**src/rtl/debounce_sync.sv**
```systemverilog
// Input conditioner: multi-flop synchronizer followed by a stability-counter debouncer.
// Produces a clean level, one-cycle rise/fall pulses and a qualification-in-progress flag.
module debounce_sync #(
    parameter int   SYNC_STAGES = 2,
    parameter int   DB_CYCLES   = 4,
    parameter logic RESET_LEVEL = 1'b0
) (
    input  logic clk,
    input  logic reset,
    input  logic data_in,
    output logic data_out,
    output logic rise,
    output logic fall,
    output logic busy
);

    localparam int             CNT_W    = $clog2(DB_CYCLES + 1);
    localparam logic [CNT_W-1:0] CNT_LAST = CNT_W'(DB_CYCLES - 1);
    localparam logic [CNT_W-1:0] CNT_ZERO = {CNT_W{1'b0}};
    localparam logic [CNT_W-1:0] CNT_ONE  = CNT_W'(1);

    typedef enum logic {
        ST_IDLE  = 1'b0,
        ST_CHECK = 1'b1
    } state_t;

    logic [SYNC_STAGES-1:0] sync_r;
    logic                   sync_q_s;
    logic                   mismatch_s;
    state_t                 state_r;
    state_t                 state_nxt_s;
    logic [CNT_W-1:0]       cnt_r;
    logic [CNT_W-1:0]       cnt_nxt_s;
    logic                   data_out_r;
    logic                   data_nxt_s;
    logic                   rise_r;
    logic                   rise_nxt_s;
    logic                   fall_r;
    logic                   fall_nxt_s;

    // Plain flop chain; nothing may sit between stages or metastability settling time is lost.
    always_ff @(posedge clk or negedge reset) begin
        if (!reset) begin
            sync_r <= {SYNC_STAGES{RESET_LEVEL}};
        end else begin
            sync_r <= {sync_r[SYNC_STAGES-2:0], data_in};
        end
    end

    assign sync_q_s   = sync_r[SYNC_STAGES-1];
    assign mismatch_s = (sync_q_s != data_out_r);

    // Next-state logic: count consecutive mismatching edges, commit on the last one.
    always_comb begin
        state_nxt_s = state_r;
        cnt_nxt_s   = cnt_r;
        data_nxt_s  = data_out_r;
        rise_nxt_s  = 1'b0;
        fall_nxt_s  = 1'b0;
        case (state_r)
            ST_IDLE: begin
                if (mismatch_s) begin
                    // With a one-edge window the first mismatch already qualifies.
                    if (CNT_LAST == CNT_ZERO) begin
                        state_nxt_s = ST_IDLE;
                        cnt_nxt_s   = CNT_ZERO;
                        data_nxt_s  = sync_q_s;
                        rise_nxt_s  = sync_q_s;
                        fall_nxt_s  = ~sync_q_s;
                    end else begin
                        state_nxt_s = ST_CHECK;
                        cnt_nxt_s   = CNT_ONE;
                    end
                end else begin
                    cnt_nxt_s = CNT_ZERO;
                end
            end
            ST_CHECK: begin
                if (mismatch_s) begin
                    if (cnt_r == CNT_LAST) begin
                        state_nxt_s = ST_IDLE;
                        cnt_nxt_s   = CNT_ZERO;
                        data_nxt_s  = sync_q_s;
                        rise_nxt_s  = sync_q_s;
                        fall_nxt_s  = ~sync_q_s;
                    end else begin
                        cnt_nxt_s = cnt_r + CNT_ONE;
                    end
                end else begin
                    // Bounced back before qualifying: discard the candidate.
                    state_nxt_s = ST_IDLE;
                    cnt_nxt_s   = CNT_ZERO;
                end
            end
            default: begin
                state_nxt_s = ST_IDLE;
                cnt_nxt_s   = CNT_ZERO;
            end
        endcase
    end

    // FSM, counter and output registers.
    always_ff @(posedge clk or negedge reset) begin
        if (!reset) begin
            state_r    <= ST_IDLE;
            cnt_r      <= CNT_ZERO;
            data_out_r <= RESET_LEVEL;
            rise_r     <= 1'b0;
            fall_r     <= 1'b0;
        end else begin
            state_r    <= state_nxt_s;
            cnt_r      <= cnt_nxt_s;
            data_out_r <= data_nxt_s;
            rise_r     <= rise_nxt_s;
            fall_r     <= fall_nxt_s;
        end
    end

    assign data_out = data_out_r;
    assign rise     = rise_r;
    assign fall     = fall_r;
    assign busy     = mismatch_s;

endmodule

```
**config.mk**
```make
export PLATFORM = sky130hd
export DESIGN_NAME = debounce_sync
export DESIGN_NICKNAME = d
export VERILOG_FILES = /design/src/rtl/debounce_sync.sv
export SDC_FILE = /design/constraint.sdc
export NUM_CORES = 1
export LEC_CHECK = 0
export CAP_MARGIN = 30
export CORE_AREA = 2 2 39 41
export DETAILED_ROUTE_END_ITERATION = 12
export DIE_AREA = 0 0 41 43
export PLACE_DENSITY_LB_ADDON = 0.25
export SLEW_MARGIN = 10
export SYNTH_ARGS = -nofsm -noshare
export SYNTH_HDL_FRONTEND = slang
export SYNTH_SLANG_ARGS = --single-unit
```
**constraint.sdc**
```tcl
create_clock -name clk -period 1.7 [get_ports clk]
set_input_delay 0.17 -clock clk [delete_from_list [all_inputs] [get_ports clk]]
set_output_delay 0.17 -clock clk [all_outputs]
set_load 0.02 [all_outputs]
```
==> Word level (Yosys, flattened, before mapping) <==
Index checks and enable logic that the tools add are counted.
{ "word_totals": {"ff_bits": 9, "in_bits": 3, "out_inout_bits": 4, "word_cells": 26} }
{ "op_classes": {"add_sub_neg": 1, "eq_ne": 2, "muxes": 14, "bitwise": 2, "reduce_logical": 1} }
{ "op_table": {"columns": ["cell", "n"], "rows": [
  ["$mux W1", 10],
  ["$mux W3", 2],
  ["$pmux W3 S2", 1],
  ["$add A3 B1 Y3 const B", 1],
  ["$eq A3 B2 Y1 const B", 1],
  ["$reduce_and A3 Y1", 1],
  ["$not A1 Y1", 2],
  ["$pmux W1 S2", 1],
  ["$ne A1 B1 Y1", 1]
]} }

==> Longest topological paths before layout <==
{ "logic_depth": {"depth_word": 4, "mapped_depth": 4, "depth_no_buf": 4} }

==> Least setup slack after synthesis <==
OpenSTA, ideal clock, no wires.
{ "synth_timing": {"path_kind": "reg-to-reg", "startpoint": "register cnt_r[0]", "endpoint": "register data_out_r (netlist: data_out)", "setup_ps": 125, "arrival_time_ps": 1178, "required_time_ps": 1575, "path_slack_ps": 397, "path_stages_with_launch": 5, "path_buffers": 0, "period_less_slack_ps": 1303, "cell_sequence": "dfrtp_1 -> ha_1 -> and2b_1 -> nand2_1 -> mux2_2"} }
{ "synth_between": {"elab_chain_len": 2} }
{ "synth_rtl": {"columns": ["element", "line", "source"], "rows": [
  ["start, declared", "32", "logic [CNT_W-1:0] cnt_r;"],
  ["start signal, assigned", "112", "cnt_r <= cnt_nxt_s;"],
  ["$eq A3 B2 Y1", "80", "if (cnt_r == CNT_LAST) begin"],
  ["$reduce_and A3 Y1 (no source line)", null, null],
  ["end signal, assigned", "113", "data_out_r <= data_nxt_s;"],
  ["end, declared", "34", "logic data_out_r;"]
]} }
No other way between the ends.
A chain may end at the register's enable or synchronous reset.

==> Final worst setup path <==
{ "layout_timing": {"startpoint": "register data_out_r (netlist: data_out)", "endpoint": "output port data_out"} }
{ "layout_lines": {"columns": ["element", "line", "source"], "rows": [
  ["end, declared", "11", "output logic data_out,"]
]} }
No word-level cell between the ends.

==> impl_results.md <==
- Run status: finished clean
- DR WL/cell: 10.0 µm
- Post-Synthesis Cells: 22
- Sequential area share after synthesis: 0.657
- Gr usage total: 0.0857
- Starting Density: 0.248
- MaxCap Viol Count: 0
- Design Power: 0.668 mW
- Area share of the largest cell type after synthesis: 0.657
- Slew @ Worst Pin: 0.386 ns
- Number of synthesized register bits: 9
- Yosys Warn Count: 0
- Yosys top cell by area: dfrtp_1
- Instance count on the critical path: 1
- CP startpoint kind: flop
- Row cnt: 14
- # DRC: 0
- Vias in the first global route: between 200 and 250
- HPWL Detailed: 393 µm
- Critical Path AT: 1.33 ns
- Share of layout cells above drive strength 1: 0.313
- Min-delay worst type: primary input to asynchronous set/reset pin
- Syn_area_per_cell: 15.6 µm²
- Most common cell after layout, fill and taps aside: dfrtp_1
- Top cell family by delay on the critical path: buffers and inverters
- Crit share post-route: 0.881
- Min Tclk post-route: 1.50 ns
- Drt pass-1 iters: 2
- Largest net degree at the start of global routing: 10
- F_max: 668 MHz
- Final #Nets: 37
- Worst skew pair latency: 0.25 ns
- CP Buf/Inv Count: 1
- RSZ-0062 raised after global routing: no
- Placer Congestion: 0.638
- GRT overflow: 0
- CP Data Required Time: 1.53 ns
- First-pass GRT wire length: 897 µm
- Die Span Y: 43 µm
- CTS tree: yes
- Setup TNS: 0 ns
- Kind of critical path: flop to output port
- Count of input and output buffers: 6
- Worst path slowest cell: clkdlybuf4s50_1
- Num ports: 7
- Final setup margin: 0.203 ns
- VDD IR max: 0.000687 V
- Commonest cells after routing, fill and taps aside: dfrtp_1, clkdlybuf4s50_1, clkbuf_4
- Slew margin rel.: 0.742
- Pwr dens: 1490 nW/µm²
- Final Hold Viols: 0
- Total number of vias: 194
- Wirelength, routed: 480 µm
- Number of post-CTS setup repair buffers: 0
- Final setup viols: 0
- CORE AREA: 1380 µm²
- Clock transition at path regs: about 0.060 ns
- H-tree depth: 1
- Setup WS pre-CTS: around 0.22 ns
- Drt via density: just over 4
- CTS max path bufs: 2
- Synth Cell Area: 343 µm²
- Largest cells by area after synthesis: dfrtp_1, nor3b_2, xor2_2
- Yosys cell types: 11
- CP Cell Sequence: clkdlybuf4s50_1
- Die X: 41 µm
- Worst path max stage delay: 0.64 ns
- DIE AREA: 1760 µm²
- Initial drt markers: 2
- CTS root buffer: clkbuf_4
- Routed Antenna Nets: 0
- CTS Buf Count: 3
- CTS sink cnt: 9
- Leakage power: slightly below 0.2 nW
- N_diodes: 0
- Area Growth Syn to Fin: 30.7%
- Initial antenna violation count: 0
- Crit end category: output port
- Pins Over Slew Limit: 0
- Post-route clock skew: 0.00161 ns
- R2R depth: 4
- Syn_nets: 26
- Critical path peak fanout: 5
[logic make-up after synthesis]
group	after synthesis	share of synthesized area
and+or+nand+nor	9	0.212
DFF	9	0.657
AOI/OAI and AO/OA	1	0.0146
xor gates and xnor gates	1	0.0475
muxes	1	0.0328
adders and majority gates	1	0.0365
[area by class of cell]
cell class,count,area [µm²]
timing repair buffer,6,58.8
tap,16,20.0
fill,145,936
clock buffer,4,26.3
multi-input combinational,13,118
sequential,9,225
[synthesized netlist by cell type]
cell type  instances
and2_2             2
and2b_1            1
dfrtp_1            9
ha_1               1
mux2_2             1
nand2_1            1
nand2_2            1
nor3b_1            2
nor3b_2            2
o21ai_0            1
xor2_2             1
[sequential cells by signal, summed over array words and instances (netlist names)]
register  count
fall          1
data_out      1
sync_r        2
cnt_r         3
state_r       1
rise          1
[path summary, 6_finish.rpt]
| check | startpoint | end | slack (ns) |
|---|---|---|---|
| worst max-delay path | data_out | data_out | 0.20 |
| worst min-delay path | reset | data_out | 0.21 |
| worst max register to register | cnt_r[0] | data_out | 0.31 |
| worst min register to register | sync_r[0] | sync_r[1] | 0.36 |
| max in group asynchronous | reset | cnt_r[0] | 1.22 |
| min in group clk | sync_r[0] | sync_r[1] | 0.36 |
[power by group]
group | switching (mW) | internal (mW) | leakage [nW]
combinational | 0.0979 | 0.110 | 0.0667
clock | 0.0640 | 0.0897 | 0.0150
sequential | 0.0407 | 0.265 | 0.115
total | 0.203 | 0.465 | 0.197
[repair_timing]
action | 4_1_cts | 5_1_grt
gates resized for setup | 1 | 0
hold endpoints to repair | 0 | 0
endpoints found under the setup margin | 1 | 0
hold buffers | 0 | 0
[per-layer routing]
layer,track usage,routed length (µm)
met5,0,0
met4,0.100,10
met3,0.0314,18
met2,0.119,280
met1,0.0847,171
[through the flow]
stage	instances	util	cell area, µm²	hold WS [ns]
final	48	0.324	448	0.208
after global routing	48	0.324	448	0.212
after CTS	48	0.324	448	0.209
after detailed placement	44	0.306	423	0.337
after global placement	44	0.306	423	0.342
after floorplan	22	-	343	-0.126
No activity file was read; power rests on OpenSTA's default activity.
